--- src/rtl/sipo_frame_rx.sv ---
// Serial-to-parallel frame receiver: start(0), WIDTH data bits LSB-first, stop(1).
// Define SIPO_FRAME_RX_PARITY_EN to add an even-parity bit between data and stop.
module sipo_frame_rx #(
    parameter int WIDTH = 8
) (
    input  logic             clk,
    input  logic             reset,
    input  logic             d,
    input  logic             en,
    output logic [WIDTH-1:0] data,
    output logic             valid,
    input  logic             ready,
    output logic             busy,
    output logic             frame_err,
    output logic             overrun,
    output logic             parity_err,
    input  logic             err_clr
);

    localparam int CW = (WIDTH > 2) ? $clog2(WIDTH) : 1;
    localparam logic [CW-1:0] LAST = CW'(WIDTH - 1);

`ifdef SIPO_FRAME_RX_PARITY_EN
    typedef enum logic [2:0] {
        ARM,
        IDLE,
        SHIFT,
        PAR,
        STOP
    } state_t;
`else
    typedef enum logic [2:0] {
        ARM,
        IDLE,
        SHIFT,
        STOP
    } state_t;
`endif

    state_t           state;
    logic [CW-1:0]    count;
    logic [WIDTH-1:0] shift_reg;

`ifdef SIPO_FRAME_RX_PARITY_EN
    logic par_bad;
`else
    assign parity_err = 1'b0;
`endif

    always_comb begin
        busy = 1'b0;
        unique case (state)
            SHIFT:   busy = 1'b1;
`ifdef SIPO_FRAME_RX_PARITY_EN
            PAR:     busy = 1'b1;
`endif
            STOP:    busy = 1'b1;
            default: busy = 1'b0;
        endcase
    end

    always_ff @(posedge clk or negedge reset) begin
        if (!reset) begin
            state     <= ARM;
            count     <= '0;
            shift_reg <= '0;
            data      <= '0;
            valid     <= 1'b0;
            frame_err <= 1'b0;
            overrun   <= 1'b0;
`ifdef SIPO_FRAME_RX_PARITY_EN
            parity_err <= 1'b0;
            par_bad    <= 1'b0;
`endif
        end else begin
            // clears first so a same-edge error event below overrides them
            if (err_clr) begin
                frame_err <= 1'b0;
                overrun   <= 1'b0;
`ifdef SIPO_FRAME_RX_PARITY_EN
                parity_err <= 1'b0;
`endif
            end
            if (valid && ready) begin
                valid <= 1'b0;
            end
            if (en) begin
                unique case (state)
                    ARM: begin
                        if (d) begin
                            state <= IDLE;
                        end
                    end
                    IDLE: begin
                        if (!d) begin
                            state <= SHIFT;
                            count <= '0;
                        end
                    end
                    SHIFT: begin
                        shift_reg[count] <= d;
                        count            <= count + 1'b1;
                        if (count == LAST) begin
`ifdef SIPO_FRAME_RX_PARITY_EN
                            state <= PAR;
`else
                            state <= STOP;
`endif
                        end
                    end
`ifdef SIPO_FRAME_RX_PARITY_EN
                    PAR: begin
                        par_bad <= (d != ^shift_reg);
                        state   <= STOP;
                    end
`endif
                    STOP: begin
                        if (!d) begin
                            frame_err <= 1'b1;
                            state     <= ARM;
                        end else begin
                            state <= IDLE;
`ifdef SIPO_FRAME_RX_PARITY_EN
                            if (par_bad) begin
                                parity_err <= 1'b1;
                            end else if (!valid || ready) begin
                                data  <= shift_reg;
                                valid <= 1'b1;
                            end else begin
                                overrun <= 1'b1;
                            end
`else
                            if (!valid || ready) begin
                                data  <= shift_reg;
                                valid <= 1'b1;
                            end else begin
                                overrun <= 1'b1;
                            end
`endif
                        end
                    end
                    default: begin
                        state <= ARM;
                    end
                endcase
            end
        end
    end

endmodule

--- config.mk ---
export PLATFORM = sky130hd
export DESIGN_NAME = sipo_frame_rx
export DESIGN_NICKNAME = d
export VERILOG_FILES = /design/src/rtl/sipo_frame_rx.sv
export SDC_FILE = /design/constraint.sdc
export NUM_CORES = 1
export LEC_CHECK = 0
export ABC_CLOCK_PERIOD_IN_PS = 1600
export CAP_MARGIN = 40
export CORE_ASPECT_RATIO = 0.9
export CORE_UTILIZATION = 54
export CTS_BUF_LIST = sky130_fd_sc_hd__clkbuf_4 sky130_fd_sc_hd__clkbuf_8
export CTS_CLUSTER_SIZE = 14
export DETAILED_ROUTE_END_ITERATION = 12
export PLACE_DENSITY = 0.8
export SYNTH_ARGS = -nofsm -noshare
export SYNTH_HDL_FRONTEND = slang
export SYNTH_SLANG_ARGS = --single-unit
--- constraint.sdc ---
create_clock -name clk -period 1.6 [get_ports clk]
set_input_delay 0.24 -clock clk [delete_from_list [all_inputs] [get_ports clk]]
set_output_delay 0.24 -clock clk [all_outputs]
set_load 0.05 [all_outputs]
== After elaboration in Yosys (flattened, before gate mapping) ==
Index checks and enable logic that the tools add are counted.

* Input bits: 6
* Logic and storage cells: 53
* Output and inout bits: 13
* Register bits: 25

* Add/sub/neg operators: 1
* Reduce and logical (&&, ||, !) cells: 11
* Magnitude comparators: 2
* Eq/ne operators: 7
* Muxes and demuxes: 25

{| class="wikitable"
|+ Operators with widths
! kind !! number
|-
| 1-bit two-way mux || 17
|-
| 3-bit two-way mux || 4
|-
| 3-bit one-hot mux with 4 select lines || 1
|-
| 8-bit bitwise mux || 1
|-
| 4-bit AND reduction || 2
|-
| 3-bit by 2-bit equality test with 1-bit output, second input constant || 2
|-
| 2-bit inequality test, second input constant || 3
|-
| 3-bit one-hot mux with 2 select lines || 1
|-
| 3-bit by 4-bit < comparator with 1-bit output, second input constant || 1
|-
| 3-bit by 1-bit adder with 3-bit output, second input constant || 1
|-
| 1-bit demux with 3-bit select || 1
|-
| 3-bit by 1-bit equality test with 1-bit output, second input constant || 1
|-
| 3-bit equality test, second input constant || 1
|-
| 3-bit by 1-bit greater-or-equal comparator with 1-bit output, second input constant || 1
|-
| 3-bit zero test || 1
|-
| 3-bit AND reduction || 1
|-
| 1-bit logical AND || 2
|-
| 2-bit AND reduction || 1
|-
| 2-bit nonzero test || 1
|-
| 2-bit OR reduction || 1
|-
| 1-bit zero test || 1
|-
| 1-bit logical OR || 1
|}

== Depth between registers and ports, before layout ==
Gate-level depths: netlist of run 1.

* Depth after elaboration: 6
* Mapped depth: 5
* Mapped depth without buffers: 5

== Least setup slack after synthesis of run 1 ==
OpenSTA, ideal clock, no wires.

* Kind: register to register
* Start point: register state[0]
* End point: register state[0]
* Cell stages (with the launch flop): 6
* Library setup time: 0.134 ns
* Path slack: 0.098 ns
* Arrival time: 1.368 ns
* Required time: 1.466 ns
* Path buffers: 0
* Period minus slack after synthesis: 1.502 ns
* Path through: dfrtp_1 -> inv_1 -> ha_1 -> or2_2 -> o21ai_0 -> a22oi_1

* Cells in the longest elaborated chain, start to end: 3
* Elaborated cells on any way between the ends: 9
* Classes of those cells: eq/ne: 6; mux: 1; reduce/logical: 2

{| class="wikitable"
|+ RTL lines
! element !! line !! text
|-
| start: declaration || 40 || <nowiki>state_t state;</nowiki>
|-
| start signal: assignment || 64 || <nowiki>state <= ARM;</nowiki>
|-
| start signal: assignment || 91 || <nowiki>state <= IDLE;</nowiki>
|-
| start signal: assignment || 96 || <nowiki>state <= SHIFT;</nowiki>
|-
| 3-bit by 2-bit equality test with 1-bit output, or another cell as far along || 88 || <nowiki>unique case (state)</nowiki>
|-
| 2-bit inequality test (no source line) || -- ||
|-
| 4-bit AND reduction (no source line) || -- ||
|}

Parallel ways exist; a longest one is shown, timed or not.
A chain may end at the register's enable or synchronous reset.

== Worst setup path after layout of run 1 ==
* Start point: register state[0]
* End point: register shift_reg[4]

* Cells in the longest elaborated chain, start to end: 2

{| class="wikitable"
|+ RTL lines
! element !! line !! text
|-
| 3-bit by 2-bit equality test with 1-bit output || 88 ||
|-
| 2-bit AND reduction (no source line) || -- ||
|-
| end signal: assignment || 66 || <nowiki>shift_reg <= '0;</nowiki>
|-
| end signal: indexed assignment || 101 || <nowiki>shift_reg[count] <= d;</nowiki>
|-
| end: declaration || 42 || <nowiki>logic [WIDTH-1:0] shift_reg;</nowiki>
|}

Every way passes these cells.

==> impl_metrics.py, run 1 <==
metrics = {
    "pwr": {
        "combPwrFrac_pct": 53.1,
        "power.switching_mw": 1.22,
        "power.share.sequential_pct": 32.7,
        "peakVddDrop_mv": 1.21,
        "clockPowerShare_pct": 14.3,
        "power_density_mw_per_mm2": 1940,
        "swShare_pct": 39.8,
        "power.leakage_nw": 0.760,
        "p_int_mw": 1.85,
    },
    "clock_tree": {
        "cts_buffers": 3,
        "cts_tree": "built",
        "path_clk_slew_ns": 0.13,
        "htree_levels": 1,
        "clock_path_buffers": 2,
        "cts.sinks": 24,
        "insertion_delay_ns": 0.32,
        "postCtsHoldBufs": 0,
        "cts_root_buffer": "clkbuf_4",
    },
    "critical_path": {
        "r2r_slack_ns": -0.05,
        "end_kind": "register",
        "critPathKind": "reg -> reg",
        "worstPathMaxFanout": 4,
        "r2r-start": "state[0]",
        "r2r_end": "shift_reg[4]",
        "crit_start": "state[0]",
        "required_ns": 1.82,
        "r2r_cells": 6,
        "cp-start-kind": "register",
        "worstPathArrival_ns": 1.88,
    },
    "synth": {
        "synth-edff-count": 0,
        "syn_area_mm2": 0.00118,
        "synth_commonest_cells": "dfrtp_1 (24), mux2_2 (9), mux2_4 (8)",
        "synth.most_common_cell": "dfrtp_1",
        "yosysTopAreaCellShare_pct": 50.9,
        "yosysWarnings": 0,
        "ys_seq_area_share_pct": 50.9,
        "synth_flop_cell": "dfrtp_1",
        "synth_fp_nets": 109,
        "yosys-top-cells-area": "dfrtp_1 (51%), mux2_4 (10%), mux2_2 (8.6%)",
        "syn_inst": 96,
        "yosys.area.top_type": "dfrtp_1",
        "avgSynthCellArea_um2": 12.3,
        "ys_ff_latch": 24,
        "synth_async_sr_flop_share_pct": 100,
        "synth_cell_types": 27,
    },
    "sta": {
        "finalMaxSlewViolations": 0,
        "hold_violations": 0,
        "finalCritPeriodShare_pct": 103,
        "post-route-min-period_ns": 1.65,
        "finalSetupViolCount": 4,
        "worst_slack_ns": -0.0518,
        "finalClockSkew_ns": 0.00498,
        "fmax_mhz": 605,
        "rsz0062_at_grt": "true",
    },
    "layout": {
        "final_area_mm2": 0.00158,
        "nFillCells": 118,
        "nets": 146,
        "syn_to_final_growth_pct": 34.1,
        "drive_gt1_share_pct": 47.7,
        "final_cells": 157,
        "diodes": 0,
    },
    "detailed_routing": {
        "route.detailed.drc": 0,
        "first_pass_iters": 4,
        "avgRoutedWirePerCell_um": 14.6,
        "vias": 848,
        "drt_iter0_drc": 11,
        "ant_nets": 0,
        "totalWireLength_mm": 2.29,
        "vias_per_cell": 5.40,
    },
    "global_route": {
        "grt_first_pass_wirelength_mm": 3.63,
        "grt_max_degree": 25,
        "grt_pass1_vias": 845,
        "gr-total-overflow": 0,
        "grt_use_total_pct": 21.5,
        "antenna_found_initial": 0,
    },
    "worst_hold_path": {
        "holdCritPathClass": "in -> async",
    },
    "place": {
        "dp_cells": 147,
        "port_buffers": 17,
        "dp.final_hpwl_mm": 1.48,
        "dpl-instance-area_mm2": 0.00143,
        "routabilityCongestion": 0.729,
    },
    "run_status": {
        "outcome": "finished with violations",
        "violations": "setup timing",
    },
    "flow_run": {
        "maxCapViolations": 0,
    },
    "floorplan": {
        "core_area_mm2": 0.00199,
        "die_y_um": 46.3,
        "ios": 19,
        "die_x_um": 51.3,
        "start_util_pct": 59.3,
        "dieArea_mm2": 0.00238,
        "fp-row-count": 15,
    },
}
==> layout by cell type, fill, tap and decap left out, types with 3 or more instances in the layout <==
master / instances
buf_4: 28
dfrtp_1: 22
mux2_2: 9
mux2_4: 8
inv_1: 6
nand2b_1: 6
nand2_1: 6
nor2_1: 6
clkdlybuf4s50_1: 5
ha_1: 4
clkbuf_4: 3
==> logic make-up (layout without fill, tap and decap cells) <==
group           after synthesis  count (layout)  synth area share (%)
compound gates                9               9                  4.88
fa+ha+maj                     7               7                  7.42
buf+inv                      10              46                  4.24
flops                        24              24                  50.9
mux                          19              19                  20.5
other cells                   1               1                 0.318
simple gates                 26              26                  11.8
==> routing by layer <==
layer  vias to the layer above  routed length, µm  global-route usage [%]
met3                         6                109                    7.59
met5                         -                  0                       0
met4                         0                 48                    8.11
met2                        21               1120                    37.9
li1                        394                  -                       -
met1                       427               1010                    24.4
==> power by group through the flow <==
stage,logic [mW],clock network (mW),registers [mW]
global route,1.75,0.472,1.03
detailed placement,1.39,0,0.994
global placement,1.36,0,0.981
CTS,1.53,0.448,0.984
floorplan,0.651,0,1.29
finish,1.63,0.438,1.00
==> worst max-delay path: stages (launching register included) <==
cell      delay [ns]
dfrtp_2         0.46
inv_2           0.09
ha_4            0.15
buf_4           0.12
nand3b_1        0.18
nor2_1          0.21
mux2_2          0.35
==> what timing repair did <==
action	4_1_cts	5_1_grt
endpoints found under the setup margin	3	12
gates resized for setup	7	7
setup buffers	3	3
pin swaps	0	5
==> worst max path at each step <==
stage	to
floorplan	state[0]
global placement	data[6]
detailed placement	shift_reg[1]
CTS	busy
global route	shift_reg[4]
finish	shift_reg[4]
==> metrics by stage <==
stage | TNS, ns | power (mW) | utilization, % | setup slack [ns] | hold WS (ns)
6_report | -0.119 | 3.07 | 79.6 | -0.0518 | 0.247
5_1_grt | -0.447 | 3.26 | 79.6 | -0.106 | 0.262
4_1_cts | -0.0371 | 2.96 | 76.9 | -0.0371 | 0.253
3_5_place_dp | -0.572 | 2.38 | 71.9 | -0.0611 | 0.490
3_3_place_gp | -0.362 | 2.34 | 71.9 | -0.0483 | 0.489
2_1_floorplan | 0 | 1.95 | - | 0.0981 | -0.0556
==> layout make-up <==
| cell class | instances | area [µm²] | area share (%) |
|---|---|---|---|
| clock buffers | 3 | 22.5 | 1.42 |
| repair buffers | 35 | 295 | 18.7 |
| well taps | 25 | 31.3 | 1.98 |
| flip-flops and latches | 24 | 603 | 38.1 |
| multi-input cells | 62 | 574 | 36.3 |
| inverters | 7 | 26.3 | 1.66 |
| clock inverters | 1 | 30.0 | 1.90 |
Power figures use the tool's default switching activity.
==> inputs of run 2 (changes only) <==
Settings changed: CORE_MARGIN set to 3.
==> run 2 against run 1 <==
- the flow still finishes with violations (setup timing)
- core utilization decreased by 0.82 points
- non-clock buffer count decreased by 4
- routed wire length decreased by 5.1%
- global-route usage decreased by 4.1 points
- critical path type is now reg -> out
==> impl_metrics.py, run 2 (synthesis gave the netlist of run 1 again) <==
metrics = {
    "critical_path": {
        "required_ns": 1.36,
        "cp_cell_sequence": "ha_4 -> or2_4 -> buf_8",
        "end_kind": "output pin",
        "crit_buf_inv": 1,
        "critPathMaxStageDelay_ns": 0.48,
        "critPathKind": "reg -> out",
        "worstPathMaxFanout": 3,
        "critPathTopFamily": "flip-flops",
        "cp-start-kind": "register",
        "worstPathArrival_ns": 1.36,
        "crit_path_top_delay_cell": "dfrtp_2",
    },
    "sta": {
        "hold_violations": 0,
        "finalMaxSlewViolations": 0,
        "fin_tns_setup_ns": -0.00398,
        "rsz0062_at_grt": "true",
        "finalCritPeriodShare_pct": 100,
        "finalSetupViolCount": 1,
        "finalClockSkew_ns": 0.00591,
        "worst_slack_ns": -0.00398,
        "fmax_mhz": 623,
        "post-route-min-period_ns": 1.60,
        "worst_hold_slack_ns": 0.286,
    },
    "detailed_routing": {
        "vias": 768,
        "first_pass_iters": 2,
        "drt_iter0_drc": 6,
        "ant_nets": 0,
        "vias_per_cell": 5.02,
        "route.detailed.drc": 0,
        "totalWireLength_mm": 2.17,
        "avgRoutedWirePerCell_um": 14.2,
    },
    "floorplan": {
        "die_y_um": 50.3,
        "die_x_um": 55.3,
        "dieArea_mm2": 0.00278,
        "core_area_mm2": 0.00199,
        "start_util_pct": 59.3,
        "fp-row-count": 15,
        "ios": 19,
    },
    "place": {
        "pre_cts_slack_ns": -0.0636,
        "dp.final_hpwl_mm": 1.58,
        "dp_cells": 147,
        "dpl-instance-area_mm2": 0.00143,
        "port_buffers": 17,
        "routabilityCongestion": 0.753,
    },
    "pwr": {
        "power_density_mw_per_mm2": 1920,
        "total_power_mw": 3.00,
        "power.leakage_nw": 0.744,
        "peakVddDrop_mv": 1.16,
    },
    "layout": {
        "utilization_pct": 78.7,
        "diodes": 0,
        "drive_gt1_share_pct": 47.7,
        "final_area_mm2": 0.00157,
        "nets": 142,
        "final_common_cell": "buf_4",
        "final_cells": 153,
        "nFillCells": 135,
        "syn_to_final_growth_pct": 32.8,
        "layout_common_cells": "buf_4 (23), dfrtp_1 (22), mux2_4 (9), mux2_2 (8)",
    },
    "clock_tree": {
        "path_clk_slew_ns": 0.13,
        "cts_tree": "built",
        "cts_buffers": 3,
        "cts.sinks": 24,
        "insertion_delay_ns": 0.31,
        "cts_root_buffer": "clkbuf_4",
        "htree_levels": 1,
        "postCtsHoldBufs": 0,
        "clock_path_buffers": 2,
    },
    "global_route": {
        "grt_use_total_pct": 17.4,
        "gr-total-overflow": 0,
        "grt_first_pass_wirelength_mm": 3.74,
        "grt_pass1_vias": 810,
        "grt_max_degree": 25,
        "antenna_found_initial": 0,
    },
    "run_status": {
        "outcome": "finished with violations",
        "violations": "setup timing",
    },
    "worst_hold_path": {
        "holdCritPathClass": "in -> async",
    },
    "flow_run": {
        "maxCapViolations": 0,
    },
}
run 2: layout make-up:
| class | instances | area [µm²] | area share [%] |
|---|---|---|---|
| sequential | 24 | 603 | 38.5 |
| multi-input combinational | 62 | 584 | 37.3 |
| timing repair buffer | 31 | 269 | 17.2 |
| tap | 25 | 31.3 | 2.00 |
| clock inverter | 1 | 30.0 | 1.92 |
| inverter | 7 | 26.3 | 1.68 |
| clock buffer | 3 | 22.5 | 1.44 |
run 2: path summary, 6_finish.rpt:
check,startpoint,end,slack (ns),cells after the start
setup / recovery,state[1],busy,-0.004,3
hold / removal,reset,overrun,0.29,2
setup reg to reg,state[0],shift_reg[4],0.02,6
hold reg to reg,shift_reg[5],data[5],0.53,1
max in group asynchronous,reset,state[0],1.05,2
min in group clk,shift_reg[5],data[5],0.53,1
run 2: timing repair:
item | CTS | global route
pin swaps | 1 | 1
setup endpoints to repair | 2 | 7
resized for setup | 8 | 10
buffers inserted | 2 | 0
run 2: power breakdown:
| group | switching (mW) | leakage [nW] | total, mW | internal [mW] |
|---|---|---|---|---|
| clock network | 0.173 | 0.0279 | 0.426 | 0.253 |
| logic | 0.835 | 0.403 | 1.55 | 0.720 |
| registers | 0.186 | 0.313 | 1.02 | 0.836 |
| total | 1.19 | 0.744 | 3.00 | 1.81 |
run 2: metal layers:
layer | up-vias | track usage (%) | share of wire [%]
li1 | 388 | - | -
met1 | 362 | 21.3 | 46
met2 | 16 | 29.3 | 49
met3 | 2 | 5.91 | 4.2
met4 | 0 | 4.86 | 0.78
met5 | - | 0 | 0
